### config.mk
export PLATFORM = sky130hd
export DESIGN_NAME = cipher_seq_ctrl
export DESIGN_NICKNAME = d
export VERILOG_FILES = /design/src/rtl/cipher_seq_ctrl.sv
export SDC_FILE = /design/constraint.sdc
export NUM_CORES = 1
export LEC_CHECK = 0
export ABC_AREA = 0
export CAP_MARGIN = 20
export CORE_MARGIN = 5
export CORE_UTILIZATION = 36
export DETAILED_ROUTE_END_ITERATION = 16
export SYNTH_ARGS = -nofsm -noshare
export SYNTH_HDL_FRONTEND = slang
export SYNTH_SLANG_ARGS = --single-unit
export TNS_END_PERCENT = 30
### constraint.sdc
create_clock -name clk -period 3.8 [get_ports clk]
set_clock_uncertainty 0.1 [all_clocks]
set_input_delay 0.76 -clock clk [delete_from_list [all_inputs] [get_ports clk]]
set_output_delay 0.76 -clock clk [all_outputs]
set_load 0.02 [all_outputs]
### src/rtl/cipher_seq_ctrl.sv
// Sequencer for the 8-byte shift-XOR stream cipher: byte loads become encrypt/inc strobes, reads walk the byte select.
// Optional sticky overflow flag: define CIPHER_OVERFLOW_FLAG_EN.
module cipher_seq_ctrl #(
  parameter int SETTLE_CYCLES = 1,
  parameter int DEPTH         = 8
) (
  input  logic       clk,
  input  logic       rst_n,
  input  logic       in_valid,
  input  logic [7:0] in_data,
  output logic       in_ready,
  input  logic       rd_start,
  input  logic       rd_view,
  output logic       out_valid,
  output logic [7:0] out_data,
  input  logic       out_ready,
  output logic       rd_done,
  output logic [3:0] count,
  output logic [7:0] cph_data,
  output logic       cph_encrypt,
  output logic       cph_inc,
  output logic [2:0] cph_ct,
  output logic       cph_view,
  input  logic [7:0] cph_rd,
  output logic       overflow
);

  generate
    if (DEPTH != 8) begin : g_depth_chk
      $error("cipher_seq_ctrl: DEPTH must be 8");
    end
    if (SETTLE_CYCLES < 1 || SETTLE_CYCLES > 4) begin : g_settle_chk
      $error("cipher_seq_ctrl: SETTLE_CYCLES must be 1..4");
    end
  endgenerate

  typedef enum logic [2:0] {
    IDLE, LD_SETUP, LD_PULSE, LD_HOLD, RD_SET, RD_WAIT, RD_OUT, RD_DONE
  } state_t;

  localparam logic [3:0] FULL_CNT    = 4'(DEPTH);
  localparam logic [1:0] SETTLE_LAST = 2'(SETTLE_CYCLES - 1);

  state_t     state_r;
  logic [1:0] wait_r;

  // Main sequencer; cph_ct doubles as the read index so the select line is always registered.
  always_ff @(posedge clk or negedge rst_n) begin
    if (!rst_n) begin
      state_r     <= IDLE;
      wait_r      <= 2'd0;
      in_ready    <= 1'b0;
      out_valid   <= 1'b0;
      out_data    <= 8'h00;
      rd_done     <= 1'b0;
      count       <= 4'd0;
      cph_data    <= 8'h00;
      cph_encrypt <= 1'b0;
      cph_inc     <= 1'b0;
      cph_ct      <= 3'd0;
      cph_view    <= 1'b0;
    end else begin
      case (state_r)
        IDLE: begin
          rd_done <= 1'b0;
          if (in_valid && in_ready) begin
            cph_data    <= in_data;
            cph_encrypt <= 1'b1;
            in_ready    <= 1'b0;
            state_r     <= LD_SETUP;
          end else if (rd_start) begin
            in_ready <= 1'b0;
            if (count == 4'd0) begin
              rd_done <= 1'b1;
              state_r <= RD_DONE;
            end else begin
              cph_ct   <= 3'(count - 4'd1);
              cph_view <= rd_view;
              state_r  <= RD_SET;
            end
          end else begin
            in_ready <= 1'b1;
          end
        end
        LD_SETUP: begin
          cph_inc <= 1'b1;
          state_r <= LD_PULSE;
        end
        LD_PULSE: begin
          cph_inc <= 1'b0;
          state_r <= LD_HOLD;
        end
        LD_HOLD: begin
          cph_encrypt <= 1'b0;
          in_ready    <= 1'b1;
          if (count != FULL_CNT) begin
            count <= count + 4'd1;
          end else begin
            count <= count;
          end
          state_r <= IDLE;
        end
        RD_SET: begin
          cph_encrypt <= 1'b0;
          wait_r      <= 2'd0;
          state_r     <= RD_WAIT;
        end
        RD_WAIT: begin
          if (wait_r == SETTLE_LAST) begin
            out_data  <= cph_rd;
            out_valid <= 1'b1;
            state_r   <= RD_OUT;
          end else begin
            wait_r <= wait_r + 2'd1;
          end
        end
        RD_OUT: begin
          if (out_ready) begin
            out_valid <= 1'b0;
            if (cph_ct == 3'd0) begin
              rd_done <= 1'b1;
              state_r <= RD_DONE;
            end else begin
              cph_ct  <= cph_ct - 3'd1;
              state_r <= RD_SET;
            end
          end else begin
            out_valid <= 1'b1;
          end
        end
        RD_DONE: begin
          rd_done  <= 1'b0;
          in_ready <= 1'b1;
          state_r  <= IDLE;
        end
        default: begin
          cph_inc     <= 1'b0;
          cph_encrypt <= 1'b0;
          out_valid   <= 1'b0;
          rd_done     <= 1'b0;
          in_ready    <= 1'b0;
          state_r     <= IDLE;
        end
      endcase
    end
  end

`ifdef CIPHER_OVERFLOW_FLAG_EN
  logic overflow_r;

  // Sticky flag: a load while already full has discarded the oldest byte.
  always_ff @(posedge clk or negedge rst_n) begin
    if (!rst_n) begin
      overflow_r <= 1'b0;
    end else if (state_r == LD_HOLD && count == FULL_CNT) begin
      overflow_r <= 1'b1;
    end else begin
      overflow_r <= overflow_r;
    end
  end

  assign overflow = overflow_r;
`else
  assign overflow = 1'b0;
`endif

endmodule

==> impl_metrics.yaml <==
routing:
  wire_per_inst_um: 15.73
  totalWireLength_mm: 3.965
  drt-pass1-iter-count: 4
  vias: 1361
  ant_nets: 0
  vias_per_cell: 5.401
  route.detailed.drc: 0
  drt_iter0_drc: 183
die:
  coreArea_um2: 4414
  io_pins: 52
  start_util_pct: 37.76
  rows: 24
  die_x_um: 78.04
  fp.dieH_um: 78.04
  die_area_um2: 6090
global_routing:
  antenna_found_initial: 0
  grtUsageMet3_pct: 5.149
  grt_max_degree: 35
  grt_overflow: 0
  grt_busiest_layer: "met2"
  track_usage_pct: 13.65
  grt_pass1_wl_mm: 6.741
  grt_pass1_vias: 1430
  grtUsageMet1_pct: 17.16
  gr-usage-met2_pct: 20.78
cts:
  clock-sinks: 34
  cts_hold_buf: 0
  ctsLongestPathBuffers: 2
  htree_levels: 2
  cts_setup_buffers: 0
  cts_buffers: 5
  clk_pin_slew_worst_paths_ns: 0.07
  worstSkewPairLatency_ns: 0.28
  clock-root-buffer: "clkbuf_8"
  cts_resized: 0
  cts_tree: "built"
worst_setup_path:
  cpMaxStageDelayCell: "dfrtp_1"
  path_delay_family: "compound AO/OA/AOI/OAI gates"
  critPathCaptureType: "flip-flop"
  start_kind: "flip-flop"
  worstPathMaxFanout: 16
  cp.buffers_inverters: 0
  critPathKind: "reg2reg"
  crit_required_ns: 3.87
  cp_cell_sequence: "and3b_1 -> nor2_1 -> a21oi_1 -> ha_1 -> nand2b_1 -> o32ai_1 -> a41o_1 -> a211o_1"
  max_stage_delay_ns: 0.64
  worstPathArrival_ns: 2.51
placed_design:
  pre_cts_ws_ns: 1.358
  dp_hpwl_mm: 2.907
  gp_congestion: 0.8087
  placedCellCount: 244
  numPortBuffers: 50
finish:
  stdcell_count: 252
  final_cell_mix: "clkdlybuf4s50_1, dfrtp_1, mux2_2, inv_1, a21oi_1"
  layout-drive-gt1-share_pct: 16.00
  layout.nets: 225
  area_growth_pct: 37.76
  layout_commonest_cell: "clkdlybuf4s50_1"
  antenna_cells: 0
power:
  p_total_mw: 2.033
  vdd_ir_drop_max_v: 0.0004147
  cellPowerDensity_nw_per_um2: 885.4
  power_leakage_nw: 0.9632
worst_hold_path:
  min_path_type: "reg2reg"
timing:
  relSlewSlack_pct: 49.46
  drv_slew: 0
  post-route-worst-setup-slack_ns: 1.356
  timing.hold.ws_ns: 0.3939
  tns_ns: 0
  fin_crit_ns: 2.444
  setup_viol: 0
  worst-slew-pin-transition_ns: 0.7564
  fin_crit_sh_pct: 64.30
  hold_viol: 0
  max_clock_freq_ghz: 0.4092
  rsz0062_at_grt: "false"
synth:
  async_reset_ff_share_pct: 100.0
  synth_seq_cells: 34
  synth_area_um2: 1667
  synth_warnings: 0
  yosysUniqueCellTypes: 47
  synth.yosys.seq_area_share_pct: 51.05
  synth_nets: 173
  synth_flop_cell: "dfrtp_1"
  synth_edf_count: 0
  syn_inst: 147
  syn_area_per_cell_um2: 11.34
run_status:
  status: "finished, final reports clean"
flow_run:
  drv_cap: 0
-- cells in the mapped netlist, types with 2 or more instances --
cell type	number	area, µm²
nand3_1	2	10.01
dfrtp_1	34	850.8
inv_1	10	37.54
a221oi_1	2	17.52
o21ai_0	7	35.03
o32ai_1	2	17.52
xnor2_1	3	26.28
nor3_1	3	15.01
nand2b_1	5	31.28
ha_1	4	50.05
nor2_1	6	22.52
nand2_1	7	26.28
a21oi_1	10	50.05
clkbuf_1	3	11.26
mux2_2	17	191.4
-- path summary, 6_finish.rpt --
kind	from	to	slack (ns)	cells past startpoint
setup / recovery	state_r[2]	cph_ct[2]	1.36	8
max in group asynchronous	rst_n	out_data[0]	2.48	2
min in group asynchronous	rst_n	cph_ct[1]	0.80	2
hold / removal	cph_encrypt	cph_encrypt	0.39	1
setup reg to reg	state_r[2]	cph_ct[2]	1.36	8
hold reg to reg	cph_encrypt	cph_encrypt	0.39	1
-- where the power goes --
part | leakage [nW] | switching (mW) | total [mW] | internal (mW)
clock | 0.0482 | 0.126 | 0.272 | 0.146
combinational | 0.507 | 0.513 | 1.06 | 0.542
sequential | 0.408 | 0.174 | 0.705 | 0.531
-- layer usage --
metal	vias to the layer above	wire, µm
met3	11	269
li1	635	-
met4	0	91
met2	48	1876
met1	667	1728
met5	-	0
-- sequential cells by signal (all words and copies together), names as in the netlist, 2 cells and up --
signal,count
cph_data,8
out_data,8
count,4
cph_ct,3
state_r,3
wait_r,2
-- cells by family after synthesis --
kind of cell             count (synthesis)  synth area share (%)
XOR/XNOR                                 3                 1.577
buffers and inverters                   16                 4.354
adder cells (fa/ha/maj)                  4                 3.003
AND/OR/NAND/NOR                         36                 12.46
flip-flops                              34                 51.05
AO/OA/AOI/OAI                           34                 14.34
multiplexers                            19                 12.99
other                                    1                0.2250
-- worst reg2reg max path, stage by stage, from the launching register on --
cell      delay [ns]
dfrtp_1         0.64
and3b_1         0.39
nor2_1          0.07
a21oi_1         0.20
ha_1            0.24
nand2b_1        0.15
o32ai_1         0.11
a41o_1          0.22
a211o_1         0.22
-- through the flow --
stage	area [µm²]	utilization [%]
6_report	2296	52.01
5_1_grt	2296	52.01
4_1_cts	2296	52.01
3_5_place_dp	2205	49.94
3_3_place_gp	2205	49.94
2_1_floorplan	1667	-
-- layout make-up --
type                       instances  area, µm²
tap                               52      65.06
inverter                          10      37.54
clock buffer                       7      86.33
sequential                        34      850.8
fill                             372       2118
clock inverter                     1      5.005
multi-input combinational         97      743.2
timing repair buffer              51      508.0
Power figures use the tool's default switching activity.
